--- src/rtl/tc_tile_buffer.sv ---
// Tile store for the sparse tensor core operand path: DEPTH slots of TILE_M x TILE_K tiles
// with per-slot occupancy, valid/ready writes and a registered read with optional transpose/consume.
module tc_tile_buffer #(
    parameter int unsigned DW_DATA = 16,
    parameter int unsigned TILE_M  = 4,
    parameter int unsigned TILE_K  = 4,
    parameter int unsigned DEPTH   = 16,
    parameter int unsigned DW_IDX  = $clog2(DEPTH),
    parameter int unsigned DW_TILE = TILE_M * TILE_K * DW_DATA,
    parameter int unsigned DW_CNT  = DW_IDX + 1
) (
    input  logic               clk,
    input  logic               reset_n,
    input  logic               clear,
    input  logic               wr_valid,
    output logic               wr_ready,
    input  logic [DW_IDX-1:0]  wr_ptr,
    input  logic [DW_TILE-1:0] wr_data,
    input  logic               rd_req,
    input  logic [DW_IDX-1:0]  rd_ptr,
    input  logic               rd_trans,
    input  logic               rd_consume,
    output logic               rd_valid,
    output logic               rd_err,
    output logic [DW_TILE-1:0] rd_tile,
    output logic [DW_CNT-1:0]  count,
    output logic               full,
    output logic               empty
);

    logic [DW_TILE-1:0] mem [DEPTH];
    logic [DEPTH-1:0]   valid;
    logic [DEPTH-1:0]   valid_nxt;
    logic               wr_fire;
    logic               rd_hit;
    logic               cons_fire;
    logic [DW_TILE-1:0] rd_raw;
    logic [DW_TILE-1:0] rd_xpose;

    assign wr_ready  = ~valid[wr_ptr] & ~clear;
    assign wr_fire   = wr_valid & wr_ready;
    assign rd_hit    = valid[rd_ptr];
    assign cons_fire = rd_req & rd_consume & rd_hit & ~clear;
    assign rd_raw    = mem[rd_ptr];

    assign full  = (count == DW_CNT'(DEPTH));
    assign empty = (count == '0);

    // Element (m,k) moves to position (k,m) of a TILE_K x TILE_M tile
    always_comb begin
        rd_xpose = '0;
        for (int unsigned m = 0; m < TILE_M; m++) begin
            for (int unsigned k = 0; k < TILE_K; k++) begin
                rd_xpose[(k*TILE_M+m)*DW_DATA +: DW_DATA] = rd_raw[(m*TILE_K+k)*DW_DATA +: DW_DATA];
            end
        end
    end

    // A write and a consume can never hit the same slot: the write needs it empty, the consume full
    always_comb begin
        valid_nxt = valid;
        if (cons_fire) valid_nxt[rd_ptr] = 1'b0;
        if (wr_fire)   valid_nxt[wr_ptr] = 1'b1;
    end

    always_ff @(posedge clk) begin
        if (wr_fire) mem[wr_ptr] <= wr_data;
    end

    always_ff @(posedge clk or negedge reset_n) begin
        if (!reset_n) begin
            valid    <= '0;
            count    <= '0;
            rd_valid <= 1'b0;
            rd_err   <= 1'b0;
            rd_tile  <= '0;
        end else begin
            rd_valid <= rd_req;
            if (rd_req) begin
                rd_err  <= ~rd_hit;
                rd_tile <= !rd_hit ? '0 : (rd_trans ? rd_xpose : rd_raw);
            end
            if (clear) begin
                valid <= '0;
                count <= '0;
            end else begin
                valid <= valid_nxt;
                case ({wr_fire, cons_fire})
                    2'b10:   count <= count + DW_CNT'(1);
                    2'b01:   count <= count - DW_CNT'(1);
                    default: count <= count;
                endcase
            end
        end
    end

endmodule

--- config.mk ---
export PLATFORM = sky130hd
export DESIGN_NAME = tc_tile_buffer
export DESIGN_NICKNAME = d
export VERILOG_FILES = /design/src/rtl/tc_tile_buffer.sv
export SDC_FILE = /design/constraint.sdc
export NUM_CORES = 2
export LEC_CHECK = 0
export CAP_MARGIN = 20
export CORE_MARGIN = 10
export CORE_UTILIZATION = 50
export CTS_BUF_LIST = sky130_fd_sc_hd__clkbuf_16
export CTS_CLUSTER_DIAMETER = 80
export CTS_CLUSTER_SIZE = 28
export DETAILED_ROUTE_END_ITERATION = 6
export GPL_TIMING_DRIVEN = 1
export PLACE_DENSITY_LB_ADDON = 0.1
export SYNTH_ARGS = -nofsm -noshare
export SYNTH_HDL_FRONTEND = slang
export SYNTH_SLANG_ARGS = --single-unit
export TNS_END_PERCENT = 50
--- constraint.sdc ---
create_clock -name clk -period 9.6 [get_ports clk]
set_input_delay 1.92 -clock clk [delete_from_list [all_inputs] [get_ports clk]]
set_output_delay 1.92 -clock clk [all_outputs]
set_load 0.02 [all_outputs]
### Yosys cells after proc, flatten, opt, wreduce, memory -nomap -nowiden

Memories as Yosys holds them, arrays and structs flattened.
Index checks and enable logic that the tools add are counted.

* equal/unequal tests: 3
* magnitude comparators: 4
* bitwise operators: 11
* reduce and logical (&&, ||, !) cells: 4
* multiplexer cells: 17
* add/subtract/negate cells: 2

Operator list (number)
* 2-to-1 mux 256 bit: 1
* 2-to-1 mux 240 bit: 1
* 2-to-1 mux 16 bit: 3
* AND 16 bit: 1
* inverter 16 bit: 1
* OR 16 bit: 1
* < comparator 4 x 5 -> 1 bit, second input constant: 2
* case mux 5 bit (2 select lines): 1
* binary-select mux 1 bit (select 4 bit): 2
* demux 1 bit (select 4 bit): 2
* >= comparator 4 x 1 -> 1 bit, second input constant: 2
* 2-to-1 mux 1 bit: 6
* adder 5 x 1 -> 5 bit, second input constant: 1
* AND 1 bit: 5
* == test 5 bit, second input constant: 1
* zero test 5 bit: 1
* 2-to-1 mux 5 bit: 1
* subtractor 5 x 1 -> 5 bit, second input constant: 1
* inverter 1 bit: 3
* nonzero test 3 bit: 1
* == test 2 x 1 -> 1 bit, second input constant: 1
* == test 2 bit, second input constant: 1
* logical AND 1 bit: 2

* register bits: 279
* memories: 1
* bits in writable memories: 4096
* logic and storage cells: 47

Memory list
* mem: depth 16, width 256, read ports 1, clocked after memory_dff 0, write ports 1, RTL line 31 `logic [DW_TILE-1:0] mem [DEPTH];`

### Longest topological paths before layout

* depth after elaboration: 10
* gate-level depth with buffers: 13

### Worst setup path before layout

OpenSTA, ideal clock, no wires.

* path type: input to register
* start: input wr_ptr[1]
* end: memory mem[12][0] (netlist name) (enable)
* path buffers: 2
* setup slack: 0.369 ns
* stages on the path: 8
* arrival: 8.624 ns
* required time: 8.993 ns
* cells stage by stage: clkbuf_1 mux2_2 a311oi_1 nand4_1 clkbuf_1 nor3_1 nand2_1 inv_1

* cells in the longest elaborated chain, start to end: 7

RTL lines
* start, declared: RTL line 17 `input logic [DW_IDX-1:0] wr_ptr,`
* binary-select mux 1 bit (select 4 bit): RTL line 40 `assign wr_ready = ~valid[wr_ptr] & ~clear;`
* 2-to-1 mux 1 bit (implied by the code): RTL line 40
* inverter 1 bit: RTL line 40
* AND 1 bit: RTL line 40
* AND 1 bit: RTL line 41 `assign wr_fire = wr_valid & wr_ready;`
* 2-to-1 mux 1 bit: RTL line 67 `if (wr_fire) mem[wr_ptr] <= wr_data;`
* 2-to-1 mux 1 bit (implied by the code): RTL line 67
* end, declared: RTL line 31

Several ways; a longest one is shown, not always the timed one. The select of a mux whose other input is x is not followed.

### Worst setup path after layout

* start: input wr_ptr[0]
* end: output wr_ready

* cells in the longest elaborated chain, start to end: 4

RTL lines
* binary-select mux 1 bit (select 4 bit): RTL line 40
* 2-to-1 mux 1 bit (implied by the code): RTL line 40
* inverter 1 bit: RTL line 40
* AND 1 bit: RTL line 40
* end, declared: RTL line 16 `output logic wr_ready,`

Every way passes these cells. The select of a mux whose other input is x is not followed.

==> flow_metrics.env <==
export IMPL_grt_overflow_total=0
export IMPL_fin_crit_sh_pct=71.26
export IMPL_num_vias=74840
export IMPL_slew_violations=0
export IMPL_yosysSeqAreaShare_pct=78.25
export IMPL_drtIter0Drc=8125
export IMPL_max_cap_viol_count=0
export IMPL_cts_tree="done"
export IMPL_synth_distinct_cells=45
export IMPL_clkSinkCount=4375
export IMPL_crit_top_cell="clkdlybuf4s50_1"
export IMPL_rows=211
export IMPL_r2r_slack_ps=5190
export IMPL_yosysTopAreaCell="edfxtp_1"
export IMPL_syn_cell_area_sq_um=166100
export IMPL_hpwl_um=214600
export IMPL_cts_buffer_depth=4
export IMPL_fill_cells=24400
export IMPL_hold_ws_ps=493.0
export IMPL_grt_pass1_vias=77340
export IMPL_syn_avg_cell_area_sq_um=23.89
export IMPL_critPathTopFamily="buffers and inverters"
export IMPL_synth_top_cell_area_share_pct=74.05
export IMPL_setup_viol=0
export IMPL_viasPerCell=6.250
export IMPL_max_freq_mhz=146.2
export IMPL_clk_latency_ps=930
export IMPL_total_power_mw=33.18
export IMPL_worstPathArrival_ps=4920
export IMPL_die_w_um=596.4
export IMPL_p_leak_nw=57.02
export IMPL_ys_ff_latch=4375
export IMPL_fin_util_pct=55.45
export IMPL_hp_class="reg2reg"
export IMPL_cts_root_buf="clkbuf_16"
export IMPL_worstSetupPathType="in2out"
export IMPL_worstMarginPinSlew_ps=1211
export IMPL_p_per_area_nw_per_um2=181.1
export IMPL_grt_max_degree=148
export IMPL_period_needed_ps=6841
export IMPL_hold_viol=0
export IMPL_synth_warnings=0
export IMPL_drc=0
export IMPL_cts_max_level=4
export IMPL_layout_drive_gt1_share_pct=22.69
export IMPL_cts_buffers_inserted=197
export IMPL_max_stage_delay_ps=850
export IMPL_wl_per_cell_um=33.43
export IMPL_status="finished, final reports clean"
export IMPL_crit_path_max_fanout=9
export IMPL_cts_setup_buffers=0
export IMPL_setup_tns_ps=0
export IMPL_synth_area_leaders="edfxtp_1, mux4_2, dfrtp_1"
export IMPL_critPathSlowestCell="clkdlybuf4s50_1"
export IMPL_path_buf_inv=2
export IMPL_wirelength_um=400300
export IMPL_die_area_sq_um=355700
export IMPL_groute_usage_overall_pct=22.22
export IMPL_initial_core_util_pct=50.25
export IMPL_cts_hold_buf=0
export IMPL_m1WireLength_um=169300
export IMPL_layout_commonest_cell="edfxtp_1"
export IMPL_gp_congestion=0.7523
export IMPL_grt_pass1_wl_um=579100
export IMPL_synthFlopType="edfxtp_1"
export IMPL_vdd_drop_max_uv=131.1
export IMPL_met2_length_um=196700
export IMPL_synth_fp_nets=7225
export IMPL_wl_met3_um=26970
export IMPL_core_area_sq_um=330500
export IMPL_path_clk_slew_ps=90
export IMPL_ios=537
export IMPL_rsz0062_at_grt="false"
export IMPL_fin_worst_skew_ps=41.47
export IMPL_die_y_um=596.4
export IMPL_final_cell_mix="edfxtp_1, mux4_2, clkdlybuf4s50_1"
export IMPL_end_kind="output port"
export IMPL_cp_start_kind="primary input"
export IMPL_cp_required_ps=7680
export IMPL_synthArstFlopShare_pct=6.377
export IMPL_syn_to_final_growth_pct=10.33
export IMPL_top_layer="met5"
export IMPL_slew_headroom_pct=19.26
export IMPL_ant_nets=0
export IMPL_crit_chain="clkdlybuf4s50_1 -> mux4_2 -> a22oi_1 -> and4_1 -> clkdlybuf4s50_1"
export IMPL_antenna_found_initial=103
export IMPL_synthCells=6952
export IMPL_cts_resized=0
export IMPL_synth_edf_count=4096
export IMPL_portBuffers=536
export IMPL_drt_first_pass_iters=5
export IMPL_nets=7699
-- kinds of logic (layout without fill, tap and decap cells) --
| kind of cell | count (synthesis) | in the layout | synth area share (%) |
|---|---|---|---|
| xor gates and xnor gates | 1 | 1 | 0.005274 |
| AOI/OAI and AO/OA | 308 | 308 | 1.110 |
| muxes | 1485 | 1485 | 18.65 |
| other | 0 | 32 | 0 |
| DFF | 4375 | 4375 | 78.25 |
| and+or+nand+nor | 122 | 122 | 0.3751 |
| adders and majority gates | 2 | 2 | 0.01506 |
| buffers and inverters | 659 | 1284 | 1.595 |
-- Yosys cell counts (43+ instances only) --
| cell | n |
|---|---|
| edfxtp_1 | 4096 |
| mux4_2 | 1287 |
| dfrtp_1 | 279 |
| inv_1 | 278 |
| clkbuf_1 | 208 |
| o22ai_1 | 193 |
| mux2i_1 | 192 |
| buf_2 | 128 |
| o21ai_0 | 81 |
| nand3_1 | 68 |
| buf_1 | 43 |
-- final timing paths --
path,start,to,cells past startpoint
hold reg to reg,rd_err,rd_err,1
min in group asynchronous,reset_n,rd_tile[209],1
max in group asynchronous,reset_n,rd_tile[44],2
hold / removal,rd_err,rd_err,1
setup / recovery,wr_ptr[0],wr_ready,5
setup reg to reg,valid[14],mem[7][20],7
-- registers in the layout, indices dropped and copies added, names as in the netlist --
name	count
rd_valid	1
mem	4096
valid	16
rd_err	1
rd_tile	256
count	5
-- area by class of cell --
cell class                 instances  area [sq um]  share of cell area, %
tap                             4366          5463                  2.981
sequential                      4375        130000                  70.92
clock inverter                   151          1200                 0.6547
antenna                           32         80.08                0.04369
clock buffer                     199          4980                  2.717
multi-input combinational       1918         33490                  18.27
timing repair buffer             656          6914                  3.773
inverter                         278          1164                 0.6349
-- power by group --
part / internal (mW) / switching, mW
Combinational: 0.856 / 1.11
Sequential: 21.1 / 0.0634
Clock: 4.12 / 5.97
Total: 26.0 / 7.14
-- through the flow --
stage	setup WS (ps)	instances	instance area [sq um]
floorplan	369.0	6952	166100
global placement	2669	11590	177000
detailed placement	2667	11590	177000
CTS	2710	11940	183200
global route	2713	11950	183200
finish	2759	11980	183300
-- metal layers --
metal	vias to the layer above	track usage, %
met4	56	3.834
met1	41660	32.53
met3	436	3.841
met2	2353	36.15
met5	-	0
li1	30340	-
(Power assumes the default switching activity.)
